<file path="config.mk">
export PLATFORM = sky130hd
export DESIGN_NAME = pc_predict_unit
export DESIGN_NICKNAME = d
export VERILOG_FILES = /design/src/rtl/pc_predict_unit_pkg.sv /design/src/rtl/y86_pkg.sv /design/src/rtl/ras_stack.sv /design/src/rtl/pc_predict_unit.sv
export SDC_FILE = /design/constraint.sdc
export NUM_CORES = 1
export LEC_CHECK = 0
export BUFFER_PORTS_ARGS = -buffer_cell sky130_fd_sc_hd__buf_4
export CAP_MARGIN = 20
export CORE_UTILIZATION = 30
export DETAILED_ROUTE_END_ITERATION = 6
export GPL_ROUTABILITY_DRIVEN = 1
export PLACE_DENSITY = 0.56
export SYNTH_ARGS = -nofsm -noshare
export SYNTH_HDL_FRONTEND = slang
export SYNTH_SLANG_ARGS = --single-unit
</file>
<file path="constraint.sdc">
create_clock -name clk -period 4 [get_ports clk]
set_clock_uncertainty 0.05 [all_clocks]
set_input_delay 0.8 -clock clk [delete_from_list [all_inputs] [get_ports clk]]
set_output_delay 0.8 -clock clk [all_outputs]
set_load 0.1 [all_outputs]
</file>
<file path="src/rtl/pc_predict_unit_pkg.sv">
// Local types for the PC predictor: return-resolution state.
package pc_predict_unit_pkg;

  typedef enum logic {
    ST_RUN      = 1'b0,
    ST_RET_WAIT = 1'b1
  } ret_state_e;

endpackage

</file>
<file path="src/rtl/y86_pkg.sv">
// Shared Y86 instruction encodings used across the fetch/decode pipeline.
package y86_pkg;

  localparam int unsigned ICODE_W = 4;

  localparam logic [ICODE_W-1:0] IHALT = 4'h0;
  localparam logic [ICODE_W-1:0] IJXX  = 4'h7;
  localparam logic [ICODE_W-1:0] ICALL = 4'h8;
  localparam logic [ICODE_W-1:0] IRET  = 4'h9;

endpackage

</file>
<file path="src/rtl/ras_stack.sv">
// Circular return-address stack; a push when full overwrites the oldest entry
// and latches a sticky overflow flag.
module ras_stack #(
  parameter int unsigned ADDR_W = 64,
  parameter int unsigned DEPTH  = 8
) (
  input  logic                    clk,
  input  logic                    rst,
  input  logic                    push_i,
  input  logic                    pop_i,
  input  logic [ADDR_W-1:0]       data_i,
  output logic [ADDR_W-1:0]       top_c_o,
  output logic [$clog2(DEPTH):0]  count_o,
  output logic                    overflow_o
);

  localparam int unsigned PTR_W = $clog2(DEPTH);
  localparam int unsigned CNT_W = PTR_W + 1;
  localparam logic [CNT_W-1:0] FULL = CNT_W'(DEPTH);

  logic [ADDR_W-1:0] mem_q [DEPTH];
  logic [PTR_W-1:0]  sp_q, sp_d, top_idx;
  logic [CNT_W-1:0]  cnt_q, cnt_d;
  logic              ovf_q, ovf_d;

  // sp points at the next free slot; when full that slot holds the oldest entry
  always_comb begin
    sp_d  = sp_q;
    cnt_d = cnt_q;
    ovf_d = ovf_q;
    if (push_i) begin
      sp_d = sp_q + PTR_W'(1);
      if (cnt_q == FULL) begin
        ovf_d = 1'b1;
      end else begin
        cnt_d = cnt_q + CNT_W'(1);
      end
    end else if (pop_i && (cnt_q != '0)) begin
      sp_d  = sp_q - PTR_W'(1);
      cnt_d = cnt_q - CNT_W'(1);
    end
  end

  always_ff @(posedge clk) begin
    if (rst) begin
      sp_q  <= '0;
      cnt_q <= '0;
      ovf_q <= 1'b0;
    end else begin
      sp_q  <= sp_d;
      cnt_q <= cnt_d;
      ovf_q <= ovf_d;
    end
  end

  always_ff @(posedge clk) begin
    if (push_i) begin
      mem_q[sp_q] <= data_i;
    end
  end

  assign top_idx    = sp_q - PTR_W'(1);
  assign top_c_o    = mem_q[top_idx];
  assign count_o    = cnt_q;
  assign overflow_o = ovf_q;

endmodule

</file>
<file path="src/rtl/pc_predict_unit.sv">
// Fetch PC predictor: predict-taken jumps, RAS-based return prediction, and
// redirect on mispredict / ret resolution. RAS present only with PC_PREDICT_RAS_EN.
module pc_predict_unit
  import y86_pkg::*;
  import pc_predict_unit_pkg::*;
#(
  parameter int unsigned        ADDR_W    = 64,
  parameter int unsigned        RAS_DEPTH = 8,
  parameter logic [ADDR_W-1:0]  RESET_PC  = '0
) (
  input  logic                        clk,
  input  logic                        rst,
  input  logic                        stall,
  input  logic                        f_valid,
  input  logic [ICODE_W-1:0]          f_icode,
  input  logic [ADDR_W-1:0]           f_valC,
  input  logic [ADDR_W-1:0]           f_valP,
  input  logic                        e_mispredict,
  input  logic [ADDR_W-1:0]           e_valP,
  input  logic                        m_ret_valid,
  input  logic [ADDR_W-1:0]           m_valM,
  output logic [ADDR_W-1:0]           pc,
  output logic                        ret_pending,
  output logic [$clog2(RAS_DEPTH):0]  ras_count,
  output logic                        ras_overflow
);

  ret_state_e        state_q, state_d;
  logic [ADDR_W-1:0] pc_q, pc_d;
  logic [ADDR_W-1:0] pred_q, pred_d;
  logic              pred_vld_q, pred_vld_d;

`ifdef PC_PREDICT_RAS_EN
  logic                       ras_push, ras_pop, ras_empty;
  logic [ADDR_W-1:0]          ras_top;
  logic [$clog2(RAS_DEPTH):0] ras_cnt;

  ras_stack #(
    .ADDR_W (ADDR_W),
    .DEPTH  (RAS_DEPTH)
  ) u_ras (
    .clk        (clk),
    .rst        (rst),
    .push_i     (ras_push),
    .pop_i      (ras_pop),
    .data_i     (f_valP),
    .top_c_o    (ras_top),
    .count_o    (ras_cnt),
    .overflow_o (ras_overflow)
  );

  assign ras_empty = (ras_cnt == '0);
  assign ras_count = ras_cnt;
`else
  assign ras_count    = '0;
  assign ras_overflow = 1'b0;
`endif

  // Priority: mispredict > ret resolution > stall > fetch prediction
  always_comb begin
    state_d    = state_q;
    pc_d       = pc_q;
    pred_d     = pred_q;
    pred_vld_d = pred_vld_q;
`ifdef PC_PREDICT_RAS_EN
    ras_push   = 1'b0;
    ras_pop    = 1'b0;
`endif
    if (e_mispredict) begin
      pc_d    = e_valP;
      state_d = ST_RUN;
    end else if (m_ret_valid && (state_q == ST_RET_WAIT)) begin
      state_d = ST_RUN;
      if (!pred_vld_q || (m_valM != pred_q)) begin
        pc_d = m_valM;
      end
    end else if (!stall && f_valid) begin
      case (f_icode)
        IJXX:  pc_d = f_valC;
        ICALL: begin
          pc_d = f_valC;
`ifdef PC_PREDICT_RAS_EN
          ras_push = 1'b1;
`endif
        end
        IRET: begin
          // A second ret while one is unresolved is held off entirely
          if (state_q == ST_RUN) begin
            state_d    = ST_RET_WAIT;
            pred_vld_d = 1'b0;
`ifdef PC_PREDICT_RAS_EN
            if (!ras_empty) begin
              pc_d       = ras_top;
              pred_d     = ras_top;
              pred_vld_d = 1'b1;
              ras_pop    = 1'b1;
            end
`endif
          end
        end
        IHALT:   pc_d = pc_q;
        default: pc_d = f_valP;
      endcase
    end
  end

  always_ff @(posedge clk) begin
    if (rst) begin
      state_q    <= ST_RUN;
      pc_q       <= RESET_PC;
      pred_q     <= '0;
      pred_vld_q <= 1'b0;
    end else begin
      state_q    <= state_d;
      pc_q       <= pc_d;
      pred_q     <= pred_d;
      pred_vld_q <= pred_vld_d;
    end
  end

  assign pc          = pc_q;
  assign ret_pending = (state_q == ST_RET_WAIT);

endmodule

</file>
==> results.cfg <==
[cts]
cts_made_buffers = 9
cts_tree = built
postCtsSetupBuffers = 0
clk_latency_ns = 0.33
cts.htree.levels = 3
clk_pin_slew_ns = 0.06
clock_path_buffers = 2
ctsResizeCount = 0
clockRootBuffer = clkbuf_16
clock_sinks = 65
postCtsHoldBufs = 0

[cells_and_area]
layout_common_cells = buf_4 (344), nand2_1 (128), nand3b_1 (65), dfxtp_1 (65)
area_growth_pct = 40.0
drive_gt1_share_pct = 45.3
fin_nets = 1345
diodes = 0
final_common_cell = buf_4
design_area_um2 = 9300

[global_routing]
grt_first_pass_wirelength_mm = 39.0
grt_max_degree = 130
grt_use_total_pct = 22.0
overflow = 0
antenna_found_initial = 0
grt_pass1_vias = 7013

[die]
start_util_pct = 30.5
chipHeight_um = 151
io_pins = 336
core_area_um2 = 21800
die_w_um = 151
die_area_um2 = 22700
placementRows = 54

[pwr]
power_frac_seq_pct = 26.2
power.density_nw_per_um2 = 295
intPower_uw = 1690
combPwrFrac_pct = 41.1
swShare_pct = 38.6
leakage_uw = 0.00395
p_sw_uw = 1060
total_power_uw = 2740
pwr-share-clk_pct = 32.8
ir_worst_vdd_mv = 0.186

[sta]
min_period_ns = 2.53
slew_headroom_pct = 42.6
tns_ns = 0
max_freq_ghz = 0.395
worstMarginPinSlew_ns = 0.861
setup_viol = 0
rsz0062_at_grt = no
whs_ns = 0.464
finalHoldViolations = 0
final_max_slew_viol_count = 0
finalCritPeriodShare_pct = 63.2
fin_ws_ns = 1.47

[synth]
synth_area_um2 = 6640
ys_seq_elements = 65
syn_inst = 831
synth_xor_area_share_pct = 0
synth_compound_area_share_pct = 47.0
ys_seq_area_share_pct = 19.6
syn-mean-instance-area_um2 = 7.99
yosys.area_share.simple_pct = 19.9
synthMuxAreaShare_pct = 0.170
synth.distinct_cells = 31
synthAdderAreaFrac_pct = 0
ys_warn_count = 0
synth_top_family_by_area = compound AO/OA/AOI/OAI gates

[detailed_routing]
vias = 7593
drt_wl_total_mm = 25.9
first_pass_iters = 4
drtAntennaViolNets = 0
viasPerCell = 5.57
first_iter_violations = 383
drc = 0
wl_per_cell_um = 19.0

[worst_setup_path]
critical_path.top_delay_family = compound AO/OA/AOI/OAI gates
cp_cell_sequence = buf_4 > nor2b_4 > o41a_4 > nand2_8 > o221ai_1
crit_fanout = 64
crit_required_ns = 4.14
crit_type = input pin to flop
critPathCaptureType = flop
crit_arrival_ns = 2.66
critical_path_buf_inv_count = 1
crit_path_start_kind = input pin
slowest_stage = o41a_4
cpPeakStageDelay_ns = 0.65

[job]
cap_violations = 0

[status]
status = complete, no violations

[place]
preCtsSetupSlack_ns = 1.09
port_buffers = 330
dpl-instance-area_um2 = 8940
dp_hpwl_mm = 17.1
gp_congestion = 0.800

[worst_hold_path]
hold_path.class = flop to flop
path summary, 6_finish.rpt:
path                                  from             endpoint  slack (ns)  depth (start not counted)
hold reg to reg        pc[57]$_SDFFE_PP0P_  pc[57]$_SDFFE_PP0P_        0.46                          2
hold / removal         pc[57]$_SDFFE_PP0P_  pc[57]$_SDFFE_PP0P_        0.46                          2
setup / recovery                f_icode[0]  pc[42]$_SDFFE_PP0P_        1.47                          5
setup reg to reg  ret_pending$_SDFFE_PP0P_  pc[34]$_SDFFE_PP0P_        2.08                          5
synthesized netlist by cell type, drive strengths merged:
| cell | n | area share [%] |
|---|---|---|
| conb | 1 | 0.056 |
| o221a | 63 | 11 |
| nor4b | 1 | 0.13 |
| inv | 63 | 3.6 |
| a221oi | 63 | 8.3 |
| nand2 | 129 | 7.5 |
| a21o | 64 | 7.2 |
| nor2 | 64 | 3.6 |
| o22ai | 63 | 5.9 |
| nor3 | 1 | 0.24 |
| and4bb | 1 | 0.19 |
| dfxtp | 65 | 20 |
| o221ai | 64 | 14 |
| mux2 | 1 | 0.17 |
| o21ai | 2 | 0.15 |
| o32ai | 1 | 0.13 |
| clkbuf | 56 | 3.2 |
| buf | 56 | 6.6 |
| a41oi | 1 | 0.13 |
| and2 | 1 | 0.094 |
| nand3b | 65 | 7.3 |
| nor2b | 5 | 0.70 |
| o41a | 1 | 0.32 |
flip-flops by register name, indices dropped and copies added, names as in the netlist:
name,count
pc,64
ret_pending,1
metal layers:
metal	vias up	track usage, %	wire length, um	part of all wire [%]
met2	287	37.2	12700	49
met5	-	0	0	0
met3	21	4.79	2110	8.2
li1	3668	-	-	-
met1	3617	27.4	10700	41
met4	0	7.70	441	1.7
cell type report:
type | count | area (um2)
Tap cell | 280 | 350
Clock inverter | 5 | 77.6
Timing Repair Buffer | 345 | 2610
Fill cell | 2242 | 12500
Multi-Input combinational cell | 595 | 4470
Inverter | 63 | 236
Clock buffer | 11 | 253
Sequential cell | 65 | 1300
metrics by stage:
stage,instances,util [%]
floorplan,835,-
global placement,1347,41.1
detailed placement,1347,41.1
CTS,1363,42.6
global route,1364,42.7
finish,1364,42.7
worst reg2reg max path: stages (launching register included):
cell and delay [ns]:
dfxtp_1 0.32, and2_2 0.19, nor3_4 0.22, buf_4 0.70, nand2_1 0.18, o221ai_2 0.18
power groups by stage:
stage               Sequential [uW]  Clock, uW  Combinational, uW
detailed placement              731          0               1130
finish                          718        899               1130
floorplan                      1060          0                438
global route                    723        947               1200
global placement                732          0               1120
CTS                             718        929               1130
cells by family (layout without fill, tap and decap cells):
group | count (synthesis) | count (layout)
other cells | 1 | 5
compound gates | 322 | 322
simple gates | 267 | 267
flops | 65 | 65
mux | 1 | 1
buf+inv | 175 | 424
No activity file was read; power rests on OpenSTA's default activity.
